[config.mk]
export PLATFORM = sky130hd
export DESIGN_NAME = modmul_613_pipe
export DESIGN_NICKNAME = d
export VERILOG_FILES = /design/src/rtl/modmul_613_pipe.sv
export SDC_FILE = /design/constraint.sdc
export NUM_CORES = 1
export LEC_CHECK = 0
export CORE_MARGIN = 2
export CORE_UTILIZATION = 65
export DETAILED_ROUTE_END_ITERATION = 10
export DONT_BUFFER_PORTS = 1
export PLACE_DENSITY = 0.81
export SYNTH_ARGS = -nofsm -noshare
export SYNTH_HDL_FRONTEND = slang
export SYNTH_SLANG_ARGS = --single-unit
[constraint.sdc]
create_clock -name clk -period 10.7 [get_ports clk]
set_input_delay 2.675 -clock clk [delete_from_list [all_inputs] [get_ports clk]]
set_output_delay 2.675 -clock clk [all_outputs]
set_load 0.02 [all_outputs]
[src/rtl/modmul_613_pipe.sv]
// +--------------------------------------------------------------------------+
// | modmul_613_pipe : 3-stage valid/ready modular multiplier over Z_613,     |
// |                   Barrett reduction of the 19-bit product.  Rev 1.0      |
// +--------------------------------------------------------------------------+
`default_nettype none
`timescale 1ns/1ps

module modmul_613_pipe #(
  parameter int Q  = 613,
  parameter int QW = 10,
  parameter int PW = 19,
  parameter int K  = 20,
  parameter int M  = 1710
) (
  input  logic          clk,
  input  logic          rst,
  input  logic          in_valid,
  output logic          in_ready,
  input  logic [QW-1:0] in_a,
  input  logic [QW-1:0] in_b,
  output logic          out_valid,
  input  logic          out_ready,
  output logic [QW-1:0] out_r,
  output logic          out_range_err
);

  localparam int TW = QW + 2;
  localparam int MW = $clog2(M + 1);
  localparam int BW = PW + MW;

  localparam logic [QW-1:0] c_Q_RES  = QW'(Q);
  localparam logic [PW-1:0] c_Q_PROD = PW'(Q);
  localparam logic [TW-1:0] c_Q_T    = TW'(Q);
  localparam logic [BW-1:0] c_M      = BW'(M);

  logic            r_v1, r_v2, r_v3;
  logic [PW-1:0]   r_p1;
  logic            r_e1, r_e2, r_e3;
  logic [TW-1:0]   r_t2;
  logic [QW-1:0]   r_r3;

  logic            w_adv1, w_adv2, w_adv3;
  logic [2*QW-1:0] w_full;
  logic [PW-1:0]   w_p;
  logic            w_err;
  logic [BW-1:0]   w_pm;
  logic [BW-K-1:0] w_qh;
  logic [PW-1:0]   w_qq;
  logic [PW-1:0]   w_t;
  logic [TW-1:0]   w_r1, w_r2;
  logic            w_unused_bits;

  // Each stage loads when empty or when its occupant leaves this same cycle.
  assign w_adv3   = !r_v3 || out_ready;
  assign w_adv2   = !r_v2 || w_adv3;
  assign w_adv1   = !r_v1 || w_adv2;
  assign in_ready = w_adv1;

  assign w_full = {{QW{1'b0}}, in_a} * {{QW{1'b0}}, in_b};
  assign w_p    = w_full[PW-1:0];
  assign w_err  = (in_a >= c_Q_RES) || (in_b >= c_Q_RES);

  // Quotient estimate undershoots by at most one, so t stays below 2Q (< 3Q).
  assign w_pm = BW'(r_p1) * c_M;
  assign w_qh = w_pm[BW-1:K];
  assign w_qq = PW'(w_qh) * c_Q_PROD;
  assign w_t  = r_p1 - w_qq;

  assign w_r1 = (r_t2 >= c_Q_T) ? (r_t2 - c_Q_T) : r_t2;
  assign w_r2 = (w_r1 >= c_Q_T) ? (w_r1 - c_Q_T) : w_r1;

  assign w_unused_bits = ^{w_full[2*QW-1:PW], w_pm[K-1:0], w_t[PW-1:TW], w_r2[TW-1:QW]};

  always_ff @(posedge clk or posedge rst) begin
    if (rst) begin
      r_v1 <= 1'b0;
      r_v2 <= 1'b0;
      r_v3 <= 1'b0;
      r_p1 <= '0;
      r_e1 <= 1'b0;
      r_t2 <= '0;
      r_e2 <= 1'b0;
      r_r3 <= '0;
      r_e3 <= 1'b0;
    end else begin
      if (w_adv1) begin
        r_v1 <= in_valid;
        if (in_valid) begin
          r_p1 <= w_p;
          r_e1 <= w_err;
        end
      end
      if (w_adv2) begin
        r_v2 <= r_v1;
        if (r_v1) begin
          r_t2 <= w_t[TW-1:0];
          r_e2 <= r_e1;
        end
      end
      if (w_adv3) begin
        r_v3 <= r_v2;
        if (r_v2) begin
          r_r3 <= w_r2[QW-1:0];
          r_e3 <= r_e2;
        end
      end
    end
  end

  assign out_valid     = r_v3;
  assign out_r         = r_r3;
  assign out_range_err = r_e3;

endmodule

`default_nettype wire

# Yosys cells after proc, flatten, opt, wreduce, memory -nomap -nowiden
# Cells that the tools add are included.
[totals]
reg_bits = 47
out_inout_bits = 13
elab_cells = 31
[op_classes]
add_sub_neg = 3
multipliers = 3
n_lt_le_gt_ge = 4
muxes = 2
n_reduce_logical = 10
[ops]
columns = ["cell", "count"]
rows = [
  ["$mul A19 B10 Y29 const B", 1],
  ["$ge A12 B10 Y1 const B", 2],
  ["$ge A10 B10 Y1 const B", 2],
  ["$mul A10 B10 Y19", 1],
  ["$mul A10 B10 Y12 const B", 1],
  ["$mux W12", 1],
  ["$sub A12 B10 Y12 const B", 1],
  ["$sub A12 B12 Y12", 1],
  ["$mux W10", 1],
  ["$sub A10 B10 Y10 const B", 1],
  ["$reduce_and A2 Y1", 3],
  ["$logic_or A1 B1 Y1", 4],
  ["$logic_not A1 Y1", 3],
]

# Depth between registers and ports, before layout
[logic_depth]
word_depth = 5
mapped_depth = 34
mapped_depth_nobuf = 34

# Worst setup path after synthesis
# No wires, ideal clock.
[synth_timing]
path_kind = "register to register"
start = "register r_p1[3]"
end = "register r_t2[11]"
setup_time_ns = 0.130
arrival_ns = 7.933
required_time_ns = 10.570
slack_ns = 2.637
path_stages_with_launch = 29
n_path_buf = 0
period_less_slack_ns = 8.063
path_cell_list = "dfrtp_1 ha_1 fa_1 fa_1 fa_1 inv_1 fa_1 inv_1 ha_1 a21o_1 a211oi_1 nor2_1 o21ba_2 a21oi_2 a21oi_1 a311o_1 ha_1 ha_1 fa_1 fa_1 fa_1 inv_1 ha_1 a2111oi_0 o21ai_0 o21ai_0 xnor3_1 xor3_1 o21ai_1"
[synth_between]
elab_chain_cells = 3
[synth_rtl]
columns = ["element", "line", "source"]
rows = [
  ["start, declared", "37", "logic [PW-1:0] r_p1;"],
  ["start signal, assigned", "89", "r_p1 <= w_p;"],
  ["$mul A19 B10 Y29", "64", "assign w_pm = BW'(r_p1) * c_M;"],
  ["$mul A10 B10 Y12", "66", "assign w_qq = PW'(w_qh) * c_Q_PROD;"],
  ["$sub A12 B12 Y12 *", "67", "assign w_t = r_p1 - w_qq;"],
  ["end signal, assigned", "96", "r_t2 <= w_t[TW-1:0];"],
  ["end, declared", "39", "logic [TW-1:0] r_t2;"],
]
# Mark *: on every way between the ends. The rest lies on a longest branch, timed or not.
# A chain may end at the register's enable or synchronous reset.

# Worst setup path in the final report
# Ends and elaborated chain as after synthesis.

==> impl_results.md <==
* Critical path fanouts, max at 12
* Crit path largest cell delay at 0.68 ns
* Finished Cell Area at 11550 um^2
* Initial Utilization at 65.77%
* Worst path required time at 10.86 ns
* GRT Overall Usage at 26.22%
* Number of setup buffers added after CTS at 0
* Number of antenna violations at the first check in global routing at 0
* Synth warnings at 0
* Top flip-flop cell by instance count after synthesis: dfrtp_1
* Class of the most critical hold timing path: reg -> reg
* Nets in the synthesized netlist at 1607
* Max Transition Viols Final at 0
* Wire length of the first global-routing pass at 38680 um
* Die H at 135.6 um
* Arrival time of the worst setup path at 8.83 ns
* Clk root buf: clkbuf_16
* Buffers on Ports at 0
* Mean cell area of the mapped netlist at 9.086 um^2
* Register area share after synthesis at 10.45%
* Area contributors post-synth: fa_1, ha_1, dfrtp_1
* Most frequent cell after synthesis: inv_1
* Number of synthesized register bits at 47
* Slew @ Worst Pin at 1.035 ns
* Count of flip-flops with a built-in enable after synthesis at 0
* Total routed wirelength at 22670 um
* Final cycle utilization of the critical path at 81.03%
* Min Clock Period, post-route at 8.670 ns
* Total placed instance area at 11380 um^2
* Worst Hold Margin at 0.4776 ns
* Number of global-route vias before repair at 8280
* Cts bufs inserted at 5
* Vias per cell at 5.549
* Synth Cell Area at 11260 um^2
* Remaining global-route overflow at 0
* Number of cells produced by synthesis at 1239
* Relative max-transition margin at 30.85%
* Status: finished, final reports clean
* Layout overhead on the synthesized area at 2.634%
* RePlAce Congestion at 0.9012
* Number of placed instances, taps included at 1429
* Kind of cell with the highest combined delay on the critical path: adder cells
* Net total in the final layout at 1579
* Clock insertion delay at the later pin of the skew report at 0.30 ns
* Dominant cell type by area after synthesis: fa_1
* Fraction of synthesis flops using an asynchronous set or reset pin at 100.0%
* Number of levels the H-tree was split into at 2
* Drt pass-1 iters at 5
* ANT nets after route at 0
* Final setup violation count at 0
* Combined buffer and inverter count along the critical path at 3
* Antenna Cells at 0
* DRT iter0 DRCs at 318
* Maximum clock frequency at 0.1153 GHz
* Vias after detailed routing at 7974
* Most frequent cell on the critical path: fa_1
* Largest net degree at the start of global routing at 48
* Half-perimeter wire length after detailed placement at 19420 um
* Post-route DRC at 0
* Area share of the leading cell type in the synthesized netlist at 27.56%
* Clock tree from TritonCTS: yes
* CTS hold repair buffers at 0
* Category of the most critical setup path: reg -> reg
* Distinct cell type count of the synthesized netlist at 75
* Post-cts repair resize count at 0
* RSZ-0062 raised after global routing: no
* Routed wire length per instance at 15.77 um
* Synth cell count leaders: inv_1, ha_1, fa_1, nand2_1, and2_1
* Die span in x at 135.6 um
* Non-filler cells in the finished layout at 1437
* Number of maximum-capacitance constraint violations at 0
* Clock-pin slew on the worst setup and hold paths at 0.08 ns
* Worst clock skew at 0.01256 ns
* Accumulated negative setup slack at 0 ns
* Core Area at 17120 um^2
* Maximum number of buffers from clock root to sink at 2
* CP Capture Type: register
* Slowest CP cell: dfrtp_1
* Startpoint type of the worst setup path: register
* Final hold violation count at 0
* Share of final-layout standard cells stronger than drive strength 1 at 4.043%
* Row count at 48
* Die ar. at 18390 um^2
* Ports placed on the boundary at 37
* Sinks on the clock net at 47
-- per-stage QoR --
| step | worst slack (ns) | util (%) |
|---|---|---|
| 2_1_floorplan | 2.637 | - |
| 3_3_place_gp | 2.248 | 66.50 |
| 3_5_place_dp | 2.045 | 66.50 |
| 4_1_cts | 2.048 | 67.50 |
| 5_1_grt | 1.563 | 67.50 |
| 6_report | 2.030 | 67.50 |
-- cell type report --
class	instances	area, um^2
Fill cell	1330	5563
Multi-Input combinational cell	862	8817
Clock inverter	3	46.29
Clock buffer	5	125.1
Inverter	295	1107
Tap cell	225	281.5
Sequential cell	47	1176
-- final timing paths --
kind | start | end | slack [ns] | depth (start not counted)
setup / recovery | r_p1[3]$_DFFE_PP0P_ | r_t2[11]$_DFFE_PP0P_ | 2.03 | 28
hold / removal | r_e1$_DFFE_PP0P_ | r_e1$_DFFE_PP0P_ | 0.48 | 2
setup reg to reg | r_p1[3]$_DFFE_PP0P_ | r_t2[11]$_DFFE_PP0P_ | 2.03 | 28
hold reg to reg | r_e1$_DFFE_PP0P_ | r_e1$_DFFE_PP0P_ | 0.48 | 2
max in group asynchronous | rst | r_p1[4]$_DFFE_PP0P_ | 7.59 | 1
min in group asynchronous | rst | out_r[0]$_DFFE_PP0P_ | 2.49 | 1
-- kinds of logic after synthesis --
group           Yosys count  synth area share (%)
simple gates            259                 11.82
buf+inv                 330                 11.23
compound gates          175                 10.76
mux                      10                 1.034
fa+ha+maj               344                 48.57
xor+xnor                 74                 6.147
flops                    47                 10.45
-- cell usage in the layout, fill, tap and decap left out, types with 5 or more instances in the layout --
cell type and count:
dfrtp_1 47, nor3_1 12, nand2_1 100, inv_1 294, nand2b_1 8, and3_1 11
a21oi_1 45, ha_1 189, o21ai_1 7, xor2_1 26, xnor2_1 44, a31oi_1 6
mux2_2 6, fa_1 155, and2_1 68, o21a_1 7, o21ai_0 48, clkbuf_16 5
nand3_1 10, nor2_1 24, a21o_1 10
-- state kept, by name (all words and copies together), names as in the netlist --
register,count
out_r,10
r_p1,19
out_range_err,1
r_v2,1
r_v1,1
r_e2,1
out_valid,1
r_t2,12
r_e1,1
-- per-layer routing --
layer | vias to the layer above | global-route usage (%) | share of wire (%)
li1 | 3846 | - | -
met1 | 3921 | 35.68 | 44
met2 | 176 | 44.84 | 50
met3 | 31 | 3.517 | 4.4
met4 | 0 | 5.903 | 1.5
met5 | - | 0 | 0
-- worst register-to-register path: cells and delay by family (launching register included) --
family	cells	cell delay [ns]
AO/OA/AOI/OAI	10	2.04
XOR/XNOR	2	0.45
adder cells (fa/ha/maj)	12	5.18
buffers and inverters	3	0.13
flip-flops	1	0.68
AND/OR/NAND/NOR	1	0.07
Power is not shown: default switching activity piles up to over one toggle a cycle in this logic, so the estimate is an artifact.
